==> src/rtl/async_fifo_pkg.sv <==
// Shared definitions for the async_fifo family: occupancy encoding, default
// widths and small sizing helpers.
package async_fifo_pkg;

  localparam int unsigned DEF_DATA_WIDTH = 4;
  localparam int unsigned DEF_FIFO_DEPTH = 16;
  localparam int unsigned ADDR_WIDTH     = $clog2(DEF_FIFO_DEPTH);

  typedef enum logic [1:0] {
    OCC_EMPTY = 2'd0,
    OCC_ONE   = 2'd1,
    OCC_TWO   = 2'd2
  } occ_e;

  // Counter width for a modulo-n counter; never narrower than one bit.
  function automatic int unsigned cnt_bits(input int unsigned n);
    return (n > 1) ? $clog2(n) : 1;
  endfunction

endpackage

==> src/rtl/stream_obuf2.sv <==
// Two-entry valid/ready output buffer. Head register drives the output
// directly, so out_data is stable while out_vld waits for out_rdy.
module stream_obuf2
  import async_fifo_pkg::*;
#(
  parameter int unsigned DATA_WIDTH = DEF_DATA_WIDTH
) (
  input  logic                  clk,
  input  logic                  rst_n,
  input  logic                  in_vld,
  input  logic [DATA_WIDTH-1:0] in_data,
  output logic                  out_vld,
  output logic [DATA_WIDTH-1:0] out_data,
  input  logic                  out_rdy,
  output occ_e                  occ
);

  logic [DATA_WIDTH-1:0] head;
  logic [DATA_WIDTH-1:0] tail;
  logic                  pop;

  assign out_vld  = (occ != OCC_EMPTY);
  assign out_data = head;
  assign pop      = out_vld && out_rdy;

  always_ff @(posedge clk) begin
    if (!rst_n) begin
      occ  <= OCC_EMPTY;
      head <= '0;
      tail <= '0;
    end else begin
      case (occ)
        OCC_EMPTY: begin
          if (in_vld) begin
            head <= in_data;
            occ  <= OCC_ONE;
          end
        end
        OCC_ONE: begin
          case ({in_vld, pop})
            2'b10: begin
              tail <= in_data;
              occ  <= OCC_TWO;
            end
            2'b01: occ  <= OCC_EMPTY;
            2'b11: head <= in_data;
            default: ;
          endcase
        end
        OCC_TWO: begin
          if (pop) begin
            head <= tail;
            if (in_vld) tail <= in_data;
            else        occ  <= OCC_ONE;
          end
        end
        default: occ <= OCC_EMPTY;
      endcase
    end
  end

  // The issue logic upstream must never deliver a word into a full buffer.
  a_no_overflow: assert property (@(posedge clk) disable iff (!rst_n)
    !(in_vld && (occ == OCC_TWO) && !pop));

endmodule

==> src/rtl/async_fifo_rd_stream.sv <==
// Read-side drain for async_fifo: pops the FIFO, absorbs the registered read
// latency and presents a valid/ready stream with burst marking and a word count.
module async_fifo_rd_stream
  import async_fifo_pkg::*;
#(
  parameter int unsigned DATA_WIDTH = DEF_DATA_WIDTH,
  parameter int unsigned BURST_LEN  = 4,
  parameter int unsigned CNT_WIDTH  = 16
) (
  input  logic                  rd_clk,
  input  logic                  rd_rst_n,
  output logic                  fifo_rd_en,
  input  logic [DATA_WIDTH-1:0] fifo_rd_data,
  input  logic                  fifo_empty,
  output logic                  m_valid,
  output logic [DATA_WIDTH-1:0] m_data,
  output logic                  m_last,
  input  logic                  m_ready,
  output logic [CNT_WIDTH-1:0]  rd_cnt
);

  localparam int unsigned      BW        = cnt_bits(BURST_LEN);
  localparam logic [BW-1:0]    BCNT_LAST = BW'(BURST_LEN - 1);

  occ_e          occ;
  logic          inflight;
  logic          xfer;
  logic [BW-1:0] bcnt;
  logic [2:0]    fill;

  assign xfer = m_valid && m_ready;

  // Slots already committed once this cycle's transfer leaves; an in-flight
  // word counts as occupied so the buffer can never be overrun.
  assign fill       = {1'b0, occ} + {2'b00, inflight} - {2'b00, xfer};
  assign fifo_rd_en = rd_rst_n && !fifo_empty && (fill < 3'd2);
  assign m_last     = m_valid && (bcnt == BCNT_LAST);

  always_ff @(posedge rd_clk) begin
    if (!rd_rst_n) begin
      inflight <= 1'b0;
      bcnt     <= '0;
      rd_cnt   <= '0;
    end else begin
      inflight <= fifo_rd_en;
      if (xfer) begin
        rd_cnt <= rd_cnt + CNT_WIDTH'(1);
        bcnt   <= (bcnt == BCNT_LAST) ? '0 : bcnt + BW'(1);
      end
    end
  end

  stream_obuf2 #(
    .DATA_WIDTH (DATA_WIDTH)
  ) u_obuf (
    .clk      (rd_clk),
    .rst_n    (rd_rst_n),
    .in_vld   (inflight),
    .in_data  (fifo_rd_data),
    .out_vld  (m_valid),
    .out_data (m_data),
    .out_rdy  (m_ready),
    .occ      (occ)
  );

endmodule

==> config.mk <==
export PLATFORM = sky130hd
export DESIGN_NAME = async_fifo_rd_stream
export DESIGN_NICKNAME = d
export VERILOG_FILES = /design/src/rtl/async_fifo_pkg.sv /design/src/rtl/stream_obuf2.sv /design/src/rtl/async_fifo_rd_stream.sv
export SDC_FILE = /design/constraint.sdc
export NUM_CORES = 1
export LEC_CHECK = 0
export CORE_AREA = 5 5 67 75
export CTS_CLUSTER_SIZE = 25
export DETAILED_ROUTE_END_ITERATION = 8
export DIE_AREA = 0 0 72 80
export GPL_TIMING_DRIVEN = 0
export HOLD_SLACK_MARGIN = 0.08
export SETUP_SLACK_MARGIN = 0.02
export SLEW_MARGIN = 20
export SYNTH_ARGS = -nofsm -noshare
export SYNTH_HDL_FRONTEND = slang
export SYNTH_HIERARCHICAL = 1
export SYNTH_SLANG_ARGS = --single-unit
==> constraint.sdc <==
create_clock -name rd_clk -period 2.5 [get_ports rd_clk]
set_clock_uncertainty 0.05 [all_clocks]
set_input_delay 0.375 -clock rd_clk [delete_from_list [all_inputs] [get_ports rd_clk]]
set_output_delay 0.375 -clock rd_clk [all_outputs]
set_load 0.02 [all_outputs]
==> flow_summary.rst, run 1 <==
.. list-table::
   :header-rows: 1

   * - Metric
     - Value
   * - Total of flip-flops plus latches after synthesis
     - 29
   * - 1st-iter DRT viols
     - 49
   * - Number of top-level pins
     - 31
   * - Min-delay src
     - bcnt[1]
   * - Number of warnings reported in the yosys synthesis log
     - 6
   * - Residual DRC
     - 0
   * - Gp weighted congestion
     - 0.7311
   * - Leakage Power
     - 0.0008084 uW
   * - Critical register-to-register path startpoint
     - u_obuf/occ[1]
   * - Number of nets produced by synthesis
     - 180
   * - TritonCTS clock tree
     - done
   * - Sinks on the clock net
     - 29
   * - Num CTS Buffers
     - 5
   * - Number of max-slew violations in the final report
     - 0
   * - Maximum number of pins on one net before global-route repair
     - 12
   * - Setup Slack @ Placement
     - -0.9472 ns
   * - Standard cell with the maximum stage delay on the critical path
     - fa_2
   * - Largest area contributor in the netlist
     - dfxtp_1
   * - Synthesis-to-layout area growth
     - 39.01%
   * - Proportion of register bits with asynchronous set or reset after synthesis
     - 0%
   * - Root cell of the clock tree
     - clkbuf_8
   * - Prevailing post-synth register cell
     - dfxtp_1
   * - Vias in the first global route
     - 1393
   * - Startpoint-to-endpoint class of the critical path
     - flop to output port
   * - Clock slew at reported path FFs
     - 0.06 ns
   * - Nature of the critical path startpoint
     - flop
   * - Fraction of layout cells with a size suffix above 1
     - 15.24%
   * - Cells after DPL
     - 249
   * - Worst EP required
     - 2.08 ns
   * - Number of iterations in the first detailed-routing pass
     - 4
   * - Fraction of the cycle the final worst path needs
     - 104.7%
   * - Number of antenna violations at the first check in global routing
     - 0
   * - Die width
     - 72 um
   * - Number of nets still failing antenna checks after routing
     - 0
   * - Worst voltage drop across the vdd grid
     - 0.3485 mV
   * - Max Clk Rate
     - 382.1 MHz
   * - Vias per inst
     - 5.125
   * - Count of max-cap constraint violations
     - 0
   * - Total congestion overflow
     - 0
   * - Violations in the final reports
     - setup timing
   * - Diodes inserted
     - 0
   * - WL/cell
     - 13.52 um
   * - Unrepaired setup endpoints after global routing
     - yes
   * - Tot GR Track Use
     - 13.29%
   * - Hold Path Class
     - flop to flop
   * - Die Ht
     - 80 um
   * - Crit-path cells
     - or2_4 > nand2_4 > inv_4 > ha_4 > nand2b_4 > fa_2 > nand2_2 > nor3_4 > buf_6
   * - Number of distinct library cell variants in the gate-level netlist after synthesis
     - 36
   * - Crit path capture type
     - output port
   * - Core region area
     - 4192 um^2
   * - Clock tree buffer depth
     - 2
   * - H-Tree Level Count
     - 2
   * - Die area
     - 5760 um^2
   * - Standard cell area after detailed placement
     - 1902 um^2
   * - Final-stage net count
     - 225
   * - Detailed placer's ending HPWL
     - 2641 um
   * - Synth Area per Inst
     - 8.902 um^2
   * - Number of non-filler instances in the completed layout
     - 264
   * - Effective utilization at floorplan
     - 35.04%
   * - Total standard cell area after synthesis
     - 1469 um^2
   * - Number of cells produced by synthesis
     - 165
   * - CP max stage delay
     - 0.52 ns
   * - Max FO, Critical Path
     - 2
   * - Area fraction of the dominant cell type after synthesis
     - 39.52%
   * - Number of flops mapped to enable cells by yosys
     - 0
   * - Arr. time, crit path
     - 2.19 ns
   * - Share of the yosys chip area belonging to registers
     - 39.52%
   * - Detailed-route via count
     - 1353
   * - Number of endpoints failing setup at the final stage
     - 1
   * - First-pass GRT wire length
     - 6065 um
   * - Power density normalized to cell area
     - 545.8 nW/um^2
   * - Final period demand of the worst path
     - 2.617 ns
   * - Clock insertion delay at the later pin of the skew report
     - 0.28 ns
   * - Tightest slew margin relative to the limit
     - 70.71%
   * - Final hold violation count
     - 0
   * - Total of hold buffers inserted after clock tree synthesis
     - 0
   * - Cells taking the most area after synthesis
     - dfxtp_1, mux2i_1, ha_1, a211oi_1, nand2_1
   * - Start point of the critical path
     - u_obuf/occ[1]
   * - Number of rows in the core area
     - 25
   * - Layout Cell Area excl Fill
     - 2042 um^2
   * - Routed wire length
     - 3568 um
   * - Port Buf Inserts
     - 30
   * - Worst Tran Pin Value
     - 0.4394 ns
   * - Final Worst Setup Slack
     - -0.1174 ns
   * - Run status
     - complete, but fails checks
-- cell type report --
| type | count | area (um^2) |
|---|---|---|
| multi-input cells | 123 | 883.3 |
| inverters | 9 | 36.28 |
| flip-flops and latches | 29 | 588.1 |
| well taps | 54 | 67.56 |
| fillers | 427 | 2150 |
| clock buffers | 7 | 86.33 |
| repair buffers | 40 | 371.6 |
| plain buffers | 2 | 8.758 |
-- report_power, final --
group | internal [uW] | total (uW) | leakage, uW | switching [uW]
logic | 118 | 232 | 0.000528 | 115
clock network | 218 | 382 | 0.0000443 | 164
registers | 483 | 500 | 0.000236 | 17.3
total | 818 | 1110 | 0.000808 | 296
-- timing repair --
action,in CTS,in global routing
buffers inserted,8,2
gates resized for setup,10,1
endpoints found under the setup margin,1,1
pin swaps,3,1
-- layer usage --
metal / GRT usage (%) / vias up / wire length, um
met5: 0 / - / 0
met4: 4.511 / 0 / 35
met3: 4.156 / 5 / 171
met2: 23.16 / 27 / 1840
met1: 15.21 / 644 / 1521
li1: - / 677 / -
-- registers in the layout, indices dropped and copies added, names as in the netlist --
name and cells:
bcnt 2, u_obuf/occ 2, u_obuf/out_data 4, inflight 1, u_obuf/tail 4, rd_cnt 16
-- synth_stat cells, types with 2 or more instances --
cell type,number
ha_1,6
nand3_1,9
o21ai_0,4
buf_2,2
and4_1,4
a211oi_1,8
a21oi_1,9
dfxtp_1,29
nor2_1,14
nand2b_1,5
xnor2_1,6
nor4_1,2
mux2i_1,8
nand2_1,15
nand4_1,7
nor3_1,4
and2_1,2
xor2_1,6
inv_1,8
-- cell families after synthesis --
kind of cell	synth area share, %
AND/OR/NAND/NOR	25.64
adder cells (fa/ha/maj)	6.474
AO/OA/AOI/OAI	10.73
buffers and inverters	4.003
multiplexers	6.474
flip-flops	39.52
XOR/XNOR	7.155
-- worst paths after layout --
| path | depth (start not counted) | end | slack, ns |
|---|---|---|---|
| hold / removal | 2 | bcnt[1] | 0.42 |
| setup reg to reg | 10 | inflight | 0.36 |
| setup / recovery | 9 | fifo_rd_en | -0.12 |
| hold reg to reg | 2 | bcnt[1] | 0.42 |
-- worst max-delay path, delay by kind of cell (launching register included) --
kind	cells	cell delay [ns]
fa+ha+maj	2	0.72
buf+inv	2	0.18
flops	1	0.34
simple gates	5	0.69
-- cell usage in the layout, fill, tap and decap left out, drive strengths merged, types with 7 or more instances in the layout --
master,count
dfxtp,29
a21oi,9
clkdlybuf4s50,28
buf,13
clkbuf,8
mux2i,8
nand3,9
a211oi,8
nand4,7
nor2,14
nand2,15
inv,8
-- stage by stage --
stage	TNS [ns]	power (uW)	hold slack [ns]	utilization, %
2_1_floorplan	0	649.1	0.3900	-
3_3_place_gp	-0.9450	716.1	0.3993	45.37
3_5_place_dp	-0.9985	724.7	0.4200	45.37
4_1_cts	-0.1763	1126	0.4285	48.48
5_1_grt	-0.1953	1171	0.4507	48.72
6_report	-0.1174	1115	0.4217	48.72
(Power assumes the default switching activity.)
==> run 2, diff against run 1 <==
--- a/config.mk
+++ b/config.mk
@@ -11,6 +11,7 @@
 export DIE_AREA = 0 0 72 80
 export GPL_TIMING_DRIVEN = 0
 export HOLD_SLACK_MARGIN = 0.08
+export PLACE_DENSITY = 0.65
 export SETUP_SLACK_MARGIN = 0.02
 export SLEW_MARGIN = 20
 export SYNTH_ARGS = -nofsm -noshare
==> run 2 against run 1 <==
Against the previous run: the run still ends with setup timing left; final cell count decreased by 0.38%; die area unchanged; sequential cell count unchanged; worst setup slack improved by 0.0038 ns; count of clock-buffer cells in the layout decreased by 1; power decreased by 2.1%; clock power decreased by 4%; combinational power decreased by 3%; critical path depth unchanged; first-iteration DRC count increased by 41%; largest cell class unchanged.
==> flow_summary.rst, run 2 (synthesized netlist as in run 1, its figures left out) <==
.. list-table::
   :header-rows: 1

   * - Metric
     - Value
   * - Num CTS Buffers
     - 5 (unchanged)
   * - Kind of cell adding the most delay to the critical path
     - adder cells
   * - Final period demand of the worst path
     - 2.614 ns (-0.003806 ns)
   * - Core region area
     - 4192 um^2 (unchanged)
   * - Setup Slack @ Placement
     - -0.9500 ns (-0.002723 ns)
   * - Maximum number of pins on one net before global-route repair
     - 12 (unchanged)
   * - Crit-path cells
     - or2_4 > nand2_4 > inv_4 > ha_4 > nand2b_4 > fa_2 > nand2_2 > nor3_4 > buf_6
   * - Run status
     - complete, but fails checks
   * - CP max stage delay
     - 0.52 ns (about the same)
   * - Startpoint-to-endpoint class of the critical path
     - flop to output port
   * - First-pass GRT wire length
     - 5589 um (-7.8%)
   * - Max FFs per register
     - 16 (unchanged)
   * - Fraction of layout cells with a size suffix above 1
     - 14.83% (-0.41 points)
   * - Crit path capture type
     - output port
   * - TritonCTS clock tree
     - done
   * - 1st-iter DRT viols
     - 69 (+41%)
   * - Leakage Power
     - 0.0007994 uW (-1.1%)
   * - Final-stage net count
     - 223 (-0.89%)
   * - Number of rows in the core area
     - 25 (unchanged)
   * - Total of hold buffers inserted after clock tree synthesis
     - 0 (unchanged)
   * - Clock tree buffer depth
     - 2 (unchanged)
   * - Final Worst Setup Slack
     - -0.1136 ns (+0.003806 ns)
   * - Number of top-level pins
     - 31 (unchanged)
   * - Effective utilization at floorplan
     - 35.04% (unchanged)
   * - Worst r2r path cells
     - 8 (-2)
   * - Worst hold path cell count
     - 2 (unchanged)
   * - Routed wire length
     - 3314 um (-7.1%)
   * - Max FO, Critical Path
     - 2 (unchanged)
   * - Most common cell after layout, fill and taps aside
     - clkdlybuf4s50_1
   * - Worst EP required
     - 2.08 ns (about the same)
   * - Critical register-to-register path startpoint
     - u_obuf/occ[0]
   * - Port Buf Inserts
     - 30 (unchanged)
   * - Clock insertion delay at the later pin of the skew report
     - 0.28 ns (about the same)
   * - End of the worst register-to-register path
     - u_obuf/out_data[1]
   * - Unrepaired setup endpoints after global routing
     - yes
   * - WL/cell
     - 12.60 um (-6.8%)
   * - Most used cells in the layout excluding fill and tap cells
     - clkdlybuf4s50_1, dfxtp_1, nor2_1
   * - Tightest slew margin relative to the limit
     - 70.48% (-0.23 points)
   * - Clock slew at reported path FFs
     - 0.07 ns (about the same)
   * - Worst path buffer plus inverter count
     - 2 (unchanged)
   * - Worst Tran Pin Value
     - 0.4429 ns (+0.003461 ns)
   * - H-Tree Level Count
     - 2 (unchanged)
   * - Min-delay src
     - bcnt[1]
   * - Standard cell with the maximum stage delay on the critical path
     - fa_2
   * - Hold Path Class
     - flop to flop
   * - Gp weighted congestion
     - 0.8013 (+9.6%)
   * - Root cell of the clock tree
     - clkbuf_8
   * - Vias in the first global route
     - 1238 (-11%)
   * - Die width
     - 72 um (unchanged)
   * - Number of nets still failing antenna checks after routing
     - 0 (unchanged)
   * - Final hold violation count
     - 0 (unchanged)
   * - Count of max-cap constraint violations
     - 0 (unchanged)
   * - Number of max-slew violations in the final report
     - 0 (unchanged)
   * - Sinks on the clock net
     - 29 (unchanged)
   * - Nature of the critical path startpoint
     - flop
   * - Diodes inserted
     - 0 (unchanged)
   * - Number of endpoints failing setup at the final stage
     - 1 (unchanged)
   * - Tot GR Track Use
     - 12.36% (-0.94 points)
   * - Detailed-route via count
     - 1324 (-2.1%)
   * - Arr. time, crit path
     - 2.19 ns (about the same)
   * - Vias per inst
     - 5.034 (-1.8%)
   * - Worst voltage drop across the vdd grid
     - 0.2798 mV (-20%)
   * - Fraction of the cycle the final worst path needs
     - 104.5% (-0.15 points)
   * - Most flop-heavy register
     - rd_cnt
   * - Die area
     - 5760 um^2 (unchanged)
   * - Power density normalized to cell area
     - 539.1 nW/um^2 (-1.2%)
   * - Detailed placer's ending HPWL
     - 2399 um (-9.2%)
   * - Violations in the final reports
     - setup timing
   * - Setup slack on the worst flop-to-flop path
     - 0.56 ns (+0.20 ns)
   * - Post-Route Setup TNS
     - -0.1136 ns (+0.003806 ns)
   * - Residual DRC
     - 0 (unchanged)
   * - Max Clk Rate
     - 382.6 MHz (+0.15%)
   * - Synthesis-to-layout area growth
     - 37.73%
   * - Die Ht
     - 80 um (unchanged)
   * - Total congestion overflow
     - 0 (unchanged)
   * - Number of iterations in the first detailed-routing pass
     - 4 (unchanged)
   * - Hold worst-path end
     - bcnt[1]
   * - Number of antenna violations at the first check in global routing
     - 0 (unchanged)
run 2: cell type report:
class | count | area (um^2)
timing repair buffer | 38 | 356.6
clock buffer | 6 | 72.57
fill | 427 | 2168
tap | 54 | 67.56
clock inverter | 2 | 10.01
multi-input combinational | 123 | 883.3
sequential | 29 | 588.1
inverter | 9 | 36.28
buffer | 2 | 8.758
run 2: worst max-delay path by stage:
stage	from	end	slack (ns)	cells past startpoint
2_1_floorplan	u_obuf/occ[0]	fifo_rd_en	0.04	9
3_3_place_gp	m_ready	fifo_rd_en	-0.94	9
3_5_place_dp	m_ready	fifo_rd_en	-0.95	9
4_1_cts	u_obuf/occ[1]	fifo_rd_en	-0.20	9
5_1_grt	u_obuf/occ[0]	fifo_rd_en	-0.20	9
6_report	u_obuf/occ[0]	fifo_rd_en	-0.11	9
run 2: per-layer routing:
metal  track usage, %  vias up  part of all wire, %
li1                 -      674                    -
met4            5.639        0                  1.4
met1            14.92      623                   46
met2            20.31       22                   48
met5                0        -                    0
met3            3.275        5                  4.0
run 2: worst reg2reg max path, delay by kind of cell, from the launching register on:
kind | cells | cell delay [ns]
AOI/OAI and AO/OA | 2 | 0.43
adders and majority gates | 1 | 0.17
buffers and inverters | 2 | 0.23
DFF | 1 | 0.34
muxes | 1 | 0.28
and+or+nand+nor | 2 | 0.34
run 2: where the power goes:
| group | total [uW] | internal (uW) | switching (uW) |
|---|---|---|---|
| Sequential | 499 | 483 | 16.6 |
| Combinational | 224 | 112 | 112 |
| Clock | 367 | 192 | 175 |
run 2: what timing repair did:
item	in CTS	in global routing
resized for setup	9	2
pin swaps	3	2
endpoints found under the setup margin	1	1
buffers inserted	7	1
run 2: through the flow:
step	total power [uW]	utilization (%)	std cells	instance area [um^2]	hold slack (ns)
floorplan	649.1	-	165	1534	0.3900
global placement	719.5	45.37	249	1902	0.4026
detailed placement	721.7	45.37	249	1902	0.4083
CTS	1105	48.18	262	2019	0.4173
global route	1153	48.27	263	2023	0.4351
finish	1091	48.27	263	2023	0.4134
